**config.mk**
```make
export PLATFORM = sky130hd
export DESIGN_NAME = cc_reg_write_decoder_flat
export DESIGN_NICKNAME = d
export VERILOG_FILES = /design/src/rtl/cc_reg_write_decoder_if.sv /design/src/rtl/cc_reg_write_decoder.sv /design/src/flat_wrapper.sv
export SDC_FILE = /design/constraint.sdc
export NUM_CORES = 1
export LEC_CHECK = 0
export ABC_AREA = 1
export CORE_MARGIN = 4
export CORE_UTILIZATION = 44
export CTS_CLUSTER_SIZE = 14
export DETAILED_ROUTE_END_ITERATION = 7
export PLACE_DENSITY = 0.67
export SYNTH_ARGS = -nofsm -noshare
export SYNTH_HDL_FRONTEND = slang
export SYNTH_SLANG_ARGS = --single-unit
```
**constraint.sdc**
```tcl
create_clock -name CC_REG_WRITE_DECODER_CLOCK_50 -period 2 [get_ports CC_REG_WRITE_DECODER_CLOCK_50]
set_input_delay 0.3 -clock CC_REG_WRITE_DECODER_CLOCK_50 [delete_from_list [all_inputs] [get_ports CC_REG_WRITE_DECODER_CLOCK_50]]
set_output_delay 0.3 -clock CC_REG_WRITE_DECODER_CLOCK_50 [all_outputs]
set_load 0.05 [all_outputs]
```
**src/rtl/cc_reg_write_decoder_if.sv**
```systemverilog
// Write-request bus between the datapath and the register write decoder:
// request handshake in, one-hot load vector, data and status out.
interface cc_reg_write_decoder_if #(
    parameter int DATAWIDTH_BUS         = 32,
    parameter int DATAWIDTH_DECODER_OUT = 38,
    parameter int DATAWIDTH_ADDR        = 6
);
    logic                             CC_REG_WRITE_DECODER_REQ_VALID;
    logic [DATAWIDTH_ADDR-1:0]        CC_REG_WRITE_DECODER_REQ_ADDR;
    logic [DATAWIDTH_BUS-1:0]         CC_REG_WRITE_DECODER_REQ_DATA;
    logic                             CC_REG_WRITE_DECODER_HOLD;
    logic                             CC_REG_WRITE_DECODER_REQ_READY;
    logic [DATAWIDTH_DECODER_OUT-1:0] CC_REG_WRITE_DECODER_LOAD_OUT;
    logic [DATAWIDTH_BUS-1:0]         CC_REG_WRITE_DECODER_DATA_OUT;
    logic                             CC_REG_WRITE_DECODER_ERR_OUT;
    logic [1:0]                       CC_REG_WRITE_DECODER_COUNT_OUT;

    modport master (
        output CC_REG_WRITE_DECODER_REQ_VALID,
        output CC_REG_WRITE_DECODER_REQ_ADDR,
        output CC_REG_WRITE_DECODER_REQ_DATA,
        output CC_REG_WRITE_DECODER_HOLD,
        input  CC_REG_WRITE_DECODER_REQ_READY,
        input  CC_REG_WRITE_DECODER_LOAD_OUT,
        input  CC_REG_WRITE_DECODER_DATA_OUT,
        input  CC_REG_WRITE_DECODER_ERR_OUT,
        input  CC_REG_WRITE_DECODER_COUNT_OUT
    );

    modport slave (
        input  CC_REG_WRITE_DECODER_REQ_VALID,
        input  CC_REG_WRITE_DECODER_REQ_ADDR,
        input  CC_REG_WRITE_DECODER_REQ_DATA,
        input  CC_REG_WRITE_DECODER_HOLD,
        output CC_REG_WRITE_DECODER_REQ_READY,
        output CC_REG_WRITE_DECODER_LOAD_OUT,
        output CC_REG_WRITE_DECODER_DATA_OUT,
        output CC_REG_WRITE_DECODER_ERR_OUT,
        output CC_REG_WRITE_DECODER_COUNT_OUT
    );
endinterface

```
**src/rtl/cc_reg_write_decoder.sv**
```systemverilog
// Register-bank write decoder: 2-entry request FIFO feeding a registered
// one-hot load-enable vector and data bus for the register cells R0..R37.
module cc_reg_write_decoder #(
    parameter int DATAWIDTH_BUS         = 32,
    parameter int DATAWIDTH_DECODER_OUT = 38,
    parameter int DATAWIDTH_ADDR        = 6,
    parameter bit ZERO_REG_PROTECT      = 1'b1
) (
    input  logic                  CC_REG_WRITE_DECODER_CLOCK_50,
    input  logic                  CC_REG_WRITE_DECODER_RESET_InHigh,
    cc_reg_write_decoder_if.slave wr_bus
);
    localparam logic [DATAWIDTH_DECODER_OUT-1:0] LOAD_ONE = DATAWIDTH_DECODER_OUT'(1);

    logic [DATAWIDTH_ADDR-1:0]        fifo_addr_q [2];
    logic [DATAWIDTH_ADDR-1:0]        fifo_addr_d [2];
    logic [DATAWIDTH_BUS-1:0]         fifo_data_q [2];
    logic [DATAWIDTH_BUS-1:0]         fifo_data_d [2];
    logic                             wr_ptr_q, wr_ptr_d;
    logic                             rd_ptr_q, rd_ptr_d;
    logic [1:0]                       count_q, count_d;
    logic [DATAWIDTH_DECODER_OUT-1:0] load_q, load_d;
    logic [DATAWIDTH_BUS-1:0]         data_q, data_d;
    logic                             err_q, err_d;

    logic                             ready_s;
    logic                             push_s;
    logic                             pop_s;
    logic [DATAWIDTH_ADDR-1:0]        head_addr_s;
    logic [DATAWIDTH_BUS-1:0]         head_data_s;

    // FIFO bookkeeping and issue decode; ready looks only at registered occupancy
    always_comb begin
        fifo_addr_d = fifo_addr_q;
        fifo_data_d = fifo_data_q;
        wr_ptr_d    = wr_ptr_q;
        rd_ptr_d    = rd_ptr_q;
        count_d     = count_q;
        load_d      = '0;
        err_d       = 1'b0;
        data_d      = data_q;

        ready_s     = (count_q < 2'd2) && !CC_REG_WRITE_DECODER_RESET_InHigh;
        push_s      = wr_bus.CC_REG_WRITE_DECODER_REQ_VALID && ready_s;
        pop_s       = (count_q != 2'd0) && !wr_bus.CC_REG_WRITE_DECODER_HOLD;
        head_addr_s = fifo_addr_q[rd_ptr_q];
        head_data_s = fifo_data_q[rd_ptr_q];

        if (push_s) begin
            fifo_addr_d[wr_ptr_q] = wr_bus.CC_REG_WRITE_DECODER_REQ_ADDR;
            fifo_data_d[wr_ptr_q] = wr_bus.CC_REG_WRITE_DECODER_REQ_DATA;
            wr_ptr_d              = ~wr_ptr_q;
        end else begin
            wr_ptr_d = wr_ptr_q;
        end

        case ({push_s, pop_s})
            2'b10:   count_d = count_q + 2'd1;
            2'b01:   count_d = count_q - 2'd1;
            default: count_d = count_q;
        endcase

        // Dropped entries (protected R0, out-of-range) still leave the FIFO but never load
        if (pop_s) begin
            rd_ptr_d = ~rd_ptr_q;
            if (32'(head_addr_s) >= DATAWIDTH_DECODER_OUT) begin
                err_d = 1'b1;
            end else if (ZERO_REG_PROTECT && (head_addr_s == '0)) begin
                err_d = 1'b0;
            end else begin
                load_d = LOAD_ONE << head_addr_s;
                data_d = head_data_s;
            end
        end else begin
            rd_ptr_d = rd_ptr_q;
        end
    end

    // State and output registers with synchronous flush
    always_ff @(posedge CC_REG_WRITE_DECODER_CLOCK_50) begin
        if (CC_REG_WRITE_DECODER_RESET_InHigh) begin
            fifo_addr_q[0] <= '0;
            fifo_addr_q[1] <= '0;
            fifo_data_q[0] <= '0;
            fifo_data_q[1] <= '0;
            wr_ptr_q       <= 1'b0;
            rd_ptr_q       <= 1'b0;
            count_q        <= 2'd0;
            load_q         <= '0;
            data_q         <= '0;
            err_q          <= 1'b0;
        end else begin
            fifo_addr_q <= fifo_addr_d;
            fifo_data_q <= fifo_data_d;
            wr_ptr_q    <= wr_ptr_d;
            rd_ptr_q    <= rd_ptr_d;
            count_q     <= count_d;
            load_q      <= load_d;
            data_q      <= data_d;
            err_q       <= err_d;
        end
    end

    assign wr_bus.CC_REG_WRITE_DECODER_REQ_READY = ready_s;
    assign wr_bus.CC_REG_WRITE_DECODER_LOAD_OUT  = load_q;
    assign wr_bus.CC_REG_WRITE_DECODER_DATA_OUT  = data_q;
    assign wr_bus.CC_REG_WRITE_DECODER_ERR_OUT   = err_q;
    assign wr_bus.CC_REG_WRITE_DECODER_COUNT_OUT = count_q;
endmodule

```
**src/flat_wrapper.sv**
```systemverilog
// flat-port wrapper written by rule: the top's interface ports become plain ports
module cc_reg_write_decoder_flat 
#(
    parameter int DATAWIDTH_BUS         = 32,
    parameter int DATAWIDTH_DECODER_OUT = 38,
    parameter int DATAWIDTH_ADDR        = 6,
    parameter bit ZERO_REG_PROTECT      = 1'b1
)
  (CC_REG_WRITE_DECODER_CLOCK_50, CC_REG_WRITE_DECODER_RESET_InHigh, wr_bus_CC_REG_WRITE_DECODER_REQ_VALID, wr_bus_CC_REG_WRITE_DECODER_REQ_ADDR, wr_bus_CC_REG_WRITE_DECODER_REQ_DATA, wr_bus_CC_REG_WRITE_DECODER_HOLD, wr_bus_CC_REG_WRITE_DECODER_REQ_READY, wr_bus_CC_REG_WRITE_DECODER_LOAD_OUT, wr_bus_CC_REG_WRITE_DECODER_DATA_OUT, wr_bus_CC_REG_WRITE_DECODER_ERR_OUT, wr_bus_CC_REG_WRITE_DECODER_COUNT_OUT);
  cc_reg_write_decoder_if #(.DATAWIDTH_BUS(DATAWIDTH_BUS), .DATAWIDTH_DECODER_OUT(DATAWIDTH_DECODER_OUT), .DATAWIDTH_ADDR(DATAWIDTH_ADDR)) wr_bus_i ();
  input  logic CC_REG_WRITE_DECODER_CLOCK_50;
  input  logic CC_REG_WRITE_DECODER_RESET_InHigh;
  input wire logic [$bits(wr_bus_i.CC_REG_WRITE_DECODER_REQ_VALID)-1:0] wr_bus_CC_REG_WRITE_DECODER_REQ_VALID;
  input wire logic [$bits(wr_bus_i.CC_REG_WRITE_DECODER_REQ_ADDR)-1:0] wr_bus_CC_REG_WRITE_DECODER_REQ_ADDR;
  input wire logic [$bits(wr_bus_i.CC_REG_WRITE_DECODER_REQ_DATA)-1:0] wr_bus_CC_REG_WRITE_DECODER_REQ_DATA;
  input wire logic [$bits(wr_bus_i.CC_REG_WRITE_DECODER_HOLD)-1:0] wr_bus_CC_REG_WRITE_DECODER_HOLD;
  output wire logic [$bits(wr_bus_i.CC_REG_WRITE_DECODER_REQ_READY)-1:0] wr_bus_CC_REG_WRITE_DECODER_REQ_READY;
  output wire logic [$bits(wr_bus_i.CC_REG_WRITE_DECODER_LOAD_OUT)-1:0] wr_bus_CC_REG_WRITE_DECODER_LOAD_OUT;
  output wire logic [$bits(wr_bus_i.CC_REG_WRITE_DECODER_DATA_OUT)-1:0] wr_bus_CC_REG_WRITE_DECODER_DATA_OUT;
  output wire logic [$bits(wr_bus_i.CC_REG_WRITE_DECODER_ERR_OUT)-1:0] wr_bus_CC_REG_WRITE_DECODER_ERR_OUT;
  output wire logic [$bits(wr_bus_i.CC_REG_WRITE_DECODER_COUNT_OUT)-1:0] wr_bus_CC_REG_WRITE_DECODER_COUNT_OUT;
  assign wr_bus_i.CC_REG_WRITE_DECODER_REQ_VALID = wr_bus_CC_REG_WRITE_DECODER_REQ_VALID;
  assign wr_bus_i.CC_REG_WRITE_DECODER_REQ_ADDR = wr_bus_CC_REG_WRITE_DECODER_REQ_ADDR;
  assign wr_bus_i.CC_REG_WRITE_DECODER_REQ_DATA = wr_bus_CC_REG_WRITE_DECODER_REQ_DATA;
  assign wr_bus_i.CC_REG_WRITE_DECODER_HOLD = wr_bus_CC_REG_WRITE_DECODER_HOLD;
  assign wr_bus_CC_REG_WRITE_DECODER_REQ_READY = wr_bus_i.CC_REG_WRITE_DECODER_REQ_READY;
  assign wr_bus_CC_REG_WRITE_DECODER_LOAD_OUT = wr_bus_i.CC_REG_WRITE_DECODER_LOAD_OUT;
  assign wr_bus_CC_REG_WRITE_DECODER_DATA_OUT = wr_bus_i.CC_REG_WRITE_DECODER_DATA_OUT;
  assign wr_bus_CC_REG_WRITE_DECODER_ERR_OUT = wr_bus_i.CC_REG_WRITE_DECODER_ERR_OUT;
  assign wr_bus_CC_REG_WRITE_DECODER_COUNT_OUT = wr_bus_i.CC_REG_WRITE_DECODER_COUNT_OUT;
  cc_reg_write_decoder #(.DATAWIDTH_BUS(DATAWIDTH_BUS), .DATAWIDTH_DECODER_OUT(DATAWIDTH_DECODER_OUT), .DATAWIDTH_ADDR(DATAWIDTH_ADDR), .ZERO_REG_PROTECT(ZERO_REG_PROTECT)) u_core (.CC_REG_WRITE_DECODER_CLOCK_50(CC_REG_WRITE_DECODER_CLOCK_50), .CC_REG_WRITE_DECODER_RESET_InHigh(CC_REG_WRITE_DECODER_RESET_InHigh), .wr_bus(wr_bus_i));
endmodule
```
==> metrics <==
status=finished clean; htree depth=4; library cells used by synthesis=29; WL/cell=12.5 um; Post-Route Utilization=60.9%; Clock Skew=0.00591 ns; class of the worst hold path=reg2reg; Final HPWL DP=8690 um; Final Slew Violations=0; die height=122 um; Max clock buf depth=2; DR vias=5093; FF-to-FF setup slack=0.19 ns; All-Layer GR Usage=18.7%; first-pass GRT wire length=22500 um; pwr dens=1100 mW/mm^2; I/O Pins=116; sequential fraction of the synthesis area=52.5%; Die Span X=122 um; clk_lat worst skew=0.42 ns; vias in the first global route=4875; Pre-Repair DR Iteration Count=5; r2r startpoint=u_core.rd_ptr_q; WS Path Type=reg2out; Syn. warnings=0; CTS tree=yes; post-synth top area cell=dfxtp_1; fill count=1149; Slew HR=63.7%; Bufs and invs on worst path=1; P&R area growth vs syn=34.6%; Worst Setup End Kind=output port; FF-to-FF path depth=10; hold-fix buffers at CTS=0; layout cells sized above 1=7.20%; top-area cell type share of the netlist area=52.5%; fmax=0.523 GHz; WHS Path Cells=2; Setup TNS=0 ns; Reg clk slew, reported paths=0.06 ns; RSZ-0062 raised after global routing=false; synthesized area per cell=7.33 um^2; crit path time final=1.91 ns; core area=0.0127 mm^2; Syn Nets=829; Seq cells post-synth=151; Via density=4.74; CTS buffer count=17; Die ar.=0.0150 mm^2; worst-path fanout max=4; Worst path max stage delay=0.83 ns; # DRC=0; # setup viols final=0; global routing's busiest layer=met2; Crit. path cell count=1; Port Buf Inserts=115; initial DRC count=384; worst-margin pin slew=0.543 ns; capture point of the worst path=wr_bus_CC_REG_WRITE_DECODER_COUNT_OUT[0]; Worst Setup SP=u_core.wr_bus.CC_REG_WRITE_DECODER_COUNT_OUT[0]; largest net degree at the start of global routing=77; initial antenna violation count=0; peak supply drop=0.543 mV; static leakage=0.00329 uW; element type at the critical path start=flop; CP max-delay cell=clkdlybuf4s50_1; Post-Synthesis Cells=786; final hold violation count=0; Tcrit/Tclk final=95.7%; clk root buf=clkbuf_16; Placer Congestion=0.886; worst r2r dst=u_core.wr_bus.CC_REG_WRITE_DECODER_DATA_OUT[21]; delay-heaviest family, CP=buffers and inverters; worst path cell trace=clkdlybuf4s50_1; Critical Path RT=1.70 ns; Final Power=8540 uW; Antenna diodes=0; total grt overflow=0; met1 Use GR=22.9%; met2 GRT Util=30.8%; Total Wirelength=13400 um; Clock Sink Count=151; FP Rows=41; Detail Route Antenna Nets=0; synthesized area=0.00576 mm^2; ranking of synthesized cells by area=dfxtp_1, nor2_1, o21ai_0, nand2_1, inv_1; Data arrival, critical path=1.61 ns; nets@finish=933; Initial Utilization=45.3%; grt met3 use=5.90%; max_cap viols=0
## report_power, final
part | internal, uW | total [uW] | switching [uW]
clock | 2240 | 3470 | 1220
combinational | 578 | 1720 | 1140
sequential | 3240 | 3360 | 113
## worst min path at each step
| stage | startpoint | slack, ns | end |
|---|---|---|---|
| 5_1_grt | u_core.fifo_data_q[40] | 0.47 | u_core.fifo_data_q[40] |
| 3_5_place_dp | u_core.fifo_data_q[40] | 0.44 | u_core.fifo_data_q[40] |
| 4_1_cts | u_core.fifo_data_q[40] | 0.45 | u_core.fifo_data_q[40] |
| 3_3_place_gp | u_core.fifo_data_q[63] | 0.43 | u_core.fifo_data_q[63] |
| 2_1_floorplan | CC_REG_WRITE_DECODER_RESET_InHigh | 0.37 | u_core.wr_ptr_q |
| 6_report | u_core.fifo_data_q[33] | 0.44 | u_core.fifo_data_q[33] |
## cells by family after synthesis
group | Yosys count | synth area share, %
and+or+nand+nor | 341 | 23.7
DFF | 151 | 52.5
buffers and inverters | 136 | 9.75
other | 1 | 0.0651
adders and majority gates | 1 | 0.217
xor gates and xnor gates | 1 | 0.152
AOI/OAI and AO/OA | 155 | 13.6
## synthesized netlist by cell type, drive strengths merged
| cell type | n |
|---|---|
| inv | 91 |
| nor2 | 183 |
| ha | 1 |
| nand4 | 2 |
| dfxtp | 151 |
| nand3 | 8 |
| o21ai | 112 |
| a21oi | 43 |
| xor2 | 1 |
| clkbuf | 33 |
| nand2 | 136 |
| nor3 | 12 |
| conb | 1 |
| buf | 12 |
## per-layer routing
metal | vias up | part of all wire, %
li1 | 2636 | -
met1 | 2313 | 44
met2 | 122 | 48
met3 | 22 | 5.6
met4 | 0 | 1.5
met5 | - | 0
## placed cells by master, fill, tap and decap left out
| cell type | n |
|---|---|
| a21oi_1 | 42 |
| a21oi_2 | 1 |
| buf_12 | 6 |
| buf_4 | 10 |
| bufinv_16 | 5 |
| clkbuf_1 | 2 |
| clkbuf_16 | 17 |
| clkbuf_8 | 1 |
| clkdlybuf4s50_1 | 113 |
| clkinv_2 | 2 |
| clkinv_4 | 2 |
| clkinvlp_4 | 3 |
| conb_1 | 1 |
| dfxtp_1 | 150 |
| dfxtp_2 | 1 |
| dlygate4sd2_1 | 1 |
| ha_1 | 1 |
| inv_1 | 88 |
| inv_2 | 2 |
| inv_4 | 1 |
| nand2_1 | 131 |
| nand2_2 | 4 |
| nand2_4 | 1 |
| nand3_1 | 4 |
| nand3_2 | 3 |
| nand3_4 | 1 |
| nand4_1 | 2 |
| nor2_1 | 179 |
| nor2_2 | 1 |
| nor2_4 | 3 |
| nor3_1 | 12 |
| o21ai_0 | 109 |
| o21ai_1 | 2 |
| o21ai_2 | 1 |
| xor2_1 | 1 |
## timing repair
item,in CTS,in global routing
setup buffers,0,0
endpoints found under the setup margin,1,0
endpoints found under the hold margin,0,0
gates resized for setup,1,0
## tightest hold or removal path, cell delays in order (launching register included)
cell and delay [ns]:
dfxtp_1 0.29, inv_1 0.05, a21oi_1 0.05
## area by class of cell
type	count	area, um^2	area share, %
Inverter	91	344	4.44
Sequential cell	151	3020	39.0
Timing Repair Buffer	130	1340	17.2
Tap cell	172	215	2.78
Clock inverter	12	200	2.58
Clock buffer	20	447	5.76
Multi-Input combinational cell	499	2190	28.2
## stage by stage
stage / area [um^2] / worst slack, ns / std cells / hold slack [ns]
floorplan: 5770 / 0.0911 / 786 / 0.369
global placement: 7110 / 0.212 / 1043 / 0.432
detailed placement: 7110 / 0.175 / 1043 / 0.438
CTS: 7750 / 0.0741 / 1075 / 0.446
global route: 7750 / 0.0287 / 1075 / 0.467
finish: 7750 / 0.0869 / 1075 / 0.444
## registers in the layout, summed over array words and instances, names as in the netlist
signal and flops:
u_core.fifo_addr_q 12, u_core.fifo_data_q 64, u_core.rd_ptr_q 1, u_core.wr_bus.CC_REG_WRITE_DECODER_COUNT_OUT 2, u_core.wr_bus.CC_REG_WRITE_DECODER_DATA_OUT 32, u_core.wr_bus.CC_REG_WRITE_DECODER_ERR_OUT 1
u_core.wr_bus.CC_REG_WRITE_DECODER_LOAD_OUT 38, u_core.wr_ptr_q 1
No activity file was read; power rests on OpenSTA's default activity.
